<file path="src/rtl/timer_scheduler.sv">
// timer_scheduler: one countdown timer shared round-robin among NUM_REQ
// requesters. A requester hands over a delay over valid/ready, the timer is
// loaded and counted down, and the owner receives a one-cycle done pulse.
module timer_scheduler #(
  parameter  int NUM_REQ   = 4,
  parameter  int BIT_WIDTH = 16,
  localparam int ID_WIDTH  = $clog2(NUM_REQ)
) (
  input  logic                         clock,
  input  logic                         reset_n,
  input  logic                         enable,
  input  logic                         abort,
  input  logic [NUM_REQ-1:0]           req_valid,
  input  logic [NUM_REQ*BIT_WIDTH-1:0] req_count,
  output logic [NUM_REQ-1:0]           req_ready,
  output logic [NUM_REQ-1:0]           done,
  output logic                         busy,
  output logic [ID_WIDTH-1:0]          active_id,
  output logic [BIT_WIDTH-1:0]         remaining
);

  typedef enum logic [1:0] {IDLE, LOAD, WAIT, DONE} state_e;

  state_e               state_q, state_d;
  logic [BIT_WIDTH-1:0] counter_q, counter_d;
  logic [BIT_WIDTH-1:0] count_q, count_d;
  logic [ID_WIDTH-1:0]  active_id_q, active_id_d;
  logic [ID_WIDTH-1:0]  last_grant_q, last_grant_d;

  logic [BIT_WIDTH-1:0] lane_count [NUM_REQ];
  logic                 grant_found;
  logic [ID_WIDTH-1:0]  winner;
  logic [ID_WIDTH-1:0]  rr_cand;

  // Unpack the flat count bus into one word per requester.
  for (genvar i = 0; i < NUM_REQ; i++) begin : g_lane
    assign lane_count[i] = req_count[i*BIT_WIDTH +: BIT_WIDTH];
  end

  // Round-robin search starting just after the last owner. The loop walks
  // from the farthest candidate to the nearest so the nearest valid one
  // is the final (winning) assignment.
  always_comb begin
    // NOTE: every variable written here gets a default first, so no path
    // leaves it unassigned and no latch is inferred.
    grant_found = 1'b0;
    winner      = '0;
    rr_cand     = '0;
    for (int off = NUM_REQ; off >= 1; off--) begin
      rr_cand = ID_WIDTH'((int'(last_grant_q) + off) % NUM_REQ);
      if (req_valid[rr_cand]) begin
        grant_found = 1'b1;
        winner      = rr_cand;
      end
    end
  end

  // Handshake and expiry strobes decoded from the registered state.
  always_comb begin
    req_ready = '0;
    done      = '0;
    if (state_q == IDLE && !abort && grant_found) begin
      req_ready = NUM_REQ'(1) << winner;
    end
    if (state_q == DONE && !abort) begin
      done = NUM_REQ'(1) << active_id_q;
    end
  end

  assign busy      = (state_q != IDLE);
  assign active_id = active_id_q;
  assign remaining = counter_q;

  // Next-state logic: grant, load, count down, report; abort overrides all.
  always_comb begin
    state_d      = state_q;
    counter_d    = counter_q;
    count_d      = count_q;
    active_id_d  = active_id_q;
    last_grant_d = last_grant_q;

    case (state_q)
      IDLE: begin
        if (!abort && grant_found) begin
          count_d     = lane_count[winner];
          active_id_d = winner;
          state_d     = LOAD;
        end
      end
      LOAD: begin
        counter_d = count_q;
        state_d   = WAIT;
      end
      WAIT: begin
        if (counter_q == '0) begin
          state_d = DONE;
        end else if (enable) begin
          counter_d = counter_q - BIT_WIDTH'(1);
        end
      end
      DONE: begin
        last_grant_d = active_id_q;
        state_d      = IDLE;
      end
      default: state_d = IDLE;
    endcase

    // An aborted owner is treated as served so it drops to lowest priority.
    if (abort && state_q != IDLE) begin
      state_d      = IDLE;
      counter_d    = '0;
      last_grant_d = active_id_q;
    end
  end

  // State registers; last_grant resets to the top index so requester 0 wins first.
  always_ff @(posedge clock or negedge reset_n) begin
    if (!reset_n) begin
      state_q      <= IDLE;
      counter_q    <= '0;
      count_q      <= '0;
      active_id_q  <= '0;
      last_grant_q <= ID_WIDTH'(NUM_REQ - 1);
    end else begin
      // NOTE: non-blocking assignments so every register samples the
      // pre-edge value of every other register.
      state_q      <= state_d;
      counter_q    <= counter_d;
      count_q      <= count_d;
      active_id_q  <= active_id_d;
      last_grant_q <= last_grant_d;
    end
  end

endmodule

</file>
<file path="config.mk">
export PLATFORM = sky130hd
export DESIGN_NAME = timer_scheduler
export DESIGN_NICKNAME = d
export VERILOG_FILES = /design/src/rtl/timer_scheduler.sv
export SDC_FILE = /design/constraint.sdc
export NUM_CORES = 1
export LEC_CHECK = 0
export ABC_AREA = 0
export BUFFER_PORTS_ARGS = -buffer_cell sky130_fd_sc_hd__buf_4
export CAP_MARGIN = 15
export CORE_ASPECT_RATIO = 2
export CORE_MARGIN = 3
export CORE_UTILIZATION = 31
export CTS_CLUSTER_SIZE = 20
export DETAILED_ROUTE_END_ITERATION = 8
export SYNTH_ARGS = -nofsm -noshare
export SYNTH_HDL_FRONTEND = slang
export SYNTH_SLANG_ARGS = --single-unit
</file>
<file path="constraint.sdc">
create_clock -name clock -period 4.95 [get_ports clock]
set_clock_uncertainty 0.1 [all_clocks]
set_input_delay 0.495 -clock clock [delete_from_list [all_inputs] [get_ports clock]]
set_output_delay 0.495 -clock clock [all_outputs]
set_load 0.005 [all_outputs]
</file>
==> results.md <==
* Routed wire length at 7080 um
* Slowest cell delay on critical path at 0.65 ns
* CP delay by family, top: compound AO/OA/AOI/OAI gates
* Worst vdd ir at about 160 uV
* Post-synthesis register bit count at 38
* Largest net degree at the start of global routing at 39
* Routability cong. at 0.898
* Cts hold-fix bufs at 0
* Crit-path cells: inv_1 > ha_1 > nand2b_1 > nand2_1 > o221ai_2 > buf_8 > a21oi_1 > o22ai_1
* IO Pins at 99
* Post-synthesis sequential area ratio at 35.2%
* Worst-Skew Late Latency at 0.29 ns
* Root buf cell: clkbuf_16
* Vias at roughly 2500
* Crit path kind: reg -> reg
* Hold_ws at ~0.062 ns
* DRC violation count after routing at 0
* Layout cell share with drive strength beyond 1 at 37.7%
* Slowest library cell on the worst path: o221ai_2
* RSZ-0062 raised after global routing: false
* Vias in the first global route at 2587
* Router iterations before antenna repair at 4
* Core Util, Final at 43.3%
* Mapped Area at ~2700 sq um
* DRT antenna net count at 0
* Htree depth at 2
* Leakage at 1.73 nW
* Initial antenna violation count at 0
* CP max FO at 19
* Buf+Inv Stages, Crit Path at 2
* Comb pwr share at 54.6%
* IO Port Bufs at between 90 and 100
* GRT overflow at 0
* Worst Path Arrival at 2.81 ns
* Switching part of the total power at 41.7%
* Post-CTS sizing at 0
* Die width at 72.1 um
* CP Launch Point: state_q[1]
* Post-Synth XOR/XNOR Area at 0%
* Unique masters post-synth at 51
* Post-synthesis cell count at 289
* Die Area at 9960 sq um
* Worst EP required at 5.05 ns
* Max-cap violation count at 0
* TritonCTS clock tree: done
* Die Y at ~140 um
* Compound-Gate Fraction of Synth Area at about a fifth
* Initial cell density of the core at between 30% and 40%
* FP Rows at 47
* NetSw at around 0.85 mW
* Final period util at 54.6%
* Setup TNS at 0 ns
* Core area at 8410 sq um
* Largest family of logic cells by synthesized area: multiplexers
* Setup Fix Bufs, Post-CTS at 0
* Routed WL per cell at 14.7 um
* Post-synthesis simple-gate area fraction at between 15 and 20%
* Mapped Nets at 366
* Setup violators final at 0
* Fin. Hold Viols at 0
* Global-route wire length before repair at roughly 12000 um
* Hold Crit Class: in -> async
* Clock sinks at 38
* Dpl hpwl at 5590 um
* Pint at approximately 1.2 mW
* Starting DRT DRC Count at 138
* Sequential Power Share at slightly below 30%
* DR vias/cell at 5.16
* Fin. max-slew vios at 0
* Area delta synth->final at 34.4%
* Mean post-synth cell area at 9.36 sq um
* Layout Nets at 458
* R2r startpoint: state_q[1]
* Mux cell area share after synthesis at 19.7%
* Power density over cell area at 561 nW/um^2
* Worst-Margin Slew at 0.994 ns
* Tmin final at around 2.7 ns
* Ys Warns at 0
* Total track usage at 14.9%
* Adder and majority gate portion of the synthesized area at 2.31%
* Reg clk slew, reported paths at 0.06 ns
* Worst rel slew slack at 33.5%
* Clock share of power at 16.0%
* Ant. Diodes at 0
* Fmax at 0.370 GHz
* Kind of start point of the critical path: flip-flop
* Crit. End Element: flip-flop
* Total CTS buffers at 5
* Outcome: finished, final reports clean
* CTS max path bufs at 2
==> sequential cells by signal (all words and copies together) (netlist names) <==
register	count
count_q	16
remaining	16
active_id	2
last_grant_q	2
state_q	2
==> worst register-to-register path: stages (launching register included) <==
cell	delay, ns
dfrtp_1	0.41
inv_1	0.13
ha_1	0.33
nand2b_1	0.21
nand2_1	0.35
o221ai_2	0.65
buf_8	0.24
a21oi_1	0.06
o22ai_1	0.14
==> power by group through the flow <==
| stage | clock, mW | combinational (mW) | sequential [mW] |
|---|---|---|---|
| global placement | 0 | 1.08 | 0.602 |
| CTS | 0.329 | 1.11 | 0.600 |
| floorplan | 0 | 0.841 | 0.568 |
| global route | 0.344 | 1.25 | 0.624 |
| detailed placement | 0 | 1.10 | 0.606 |
| finish | 0.326 | 1.11 | 0.601 |
==> placed cells by master, fill, tap and decap left out, drive strengths merged, types with 5 or more instances in the layout <==
cell / count
clkbuf: 6
inv: 13
mux2: 18
a22oi: 9
dfrtp: 36
mux2i: 33
nor2: 18
nor3: 7
buf: 102
o21ai: 39
a21oi: 13
ha: 5
nand2: 29
==> through the flow <==
step                      power (mW)  area [sq um]  setup slack [ns]  instances
after CTS                       2.04          3620              1.95        479
final                           2.04          3640              2.25        480
after global placement          1.68          3470              2.10        471
after floorplan                 1.41          2710              2.87        289
after global routing            2.22          3640              2.09        480
after detailed placement        1.71          3470              1.92        471
==> worst paths after layout <==
| check | to | slack [ns] | cells after the start |
|---|---|---|---|
| max in group asynchronous | last_grant_q[0] | 4.33 | 1 |
| min in group clock | count_q[6] | 0.38 | 2 |
| max reg2reg | remaining[10] | 2.25 | 8 |
| min | active_id[1] | 0.06 | 1 |
| max | remaining[10] | 2.25 | 8 |
| min reg2reg | count_q[6] | 0.38 | 2 |
==> cell usage after synthesis, drive strengths merged <==
cell     count  area share [%]
nor2b        2            0.46
o22a         1            0.32
and2         3            0.69
a211oi       1            0.46
and4b        1            0.37
a211o        2            0.65
a22oi        9             2.5
nand2       29             4.0
and3         2            0.46
o21a         1            0.28
or4          2            0.83
dfrtp       36              33
inv         13             1.8
clkbuf       6            0.83
mux2i       33              12
nor4b        2            0.88
a21oi       13             2.4
nor2        18             2.8
nor3b        2            0.55
o21ai       39             7.6
a31oi        4             1.2
nand2b       4            0.92
nor4bb       2            0.74
mux2        18             7.5
o221ai       1            0.55
nand3        4            0.74
nand4b       1            0.32
o22ai        2            0.46
o31ai        1            0.28
o21bai       1            0.28
or3          2            0.65
o211ai       2            0.74
buf         11             3.7
ha           5             2.3
dfstp        2             1.9
nor3         7             1.7
nor4         3             1.2
a32oi        3            0.97
o2bb2ai      1            0.32
==> logic make-up after synthesis <==
family / Yosys count
flops: 38
compound gates: 81
simple gates: 84
mux: 51
buf+inv: 30
fa+ha+maj: 5
==> layer usage <==
| metal | up-vias | track usage [%] | wire (um) |
|---|---|---|---|
| met3 | 15 | 2.03 | 338 |
| li1 | 1241 | - | - |
| met1 | 1131 | 17.0 | 2770 |
| met4 | 0 | 5.95 | 180 |
| met2 | 89 | 26.8 | 3790 |
| met5 | - | 0 | 0 |
==> cell type report <==
type,instances,area [sq um]
fill,894,4770
tap,98,123
timing repair buffer,102,773
inverter,13,48.8
clock buffer,6,139
multi-input combinational,221,1590
sequential,38,953
clock inverter,2,12.5
(Power assumes the default switching activity.)
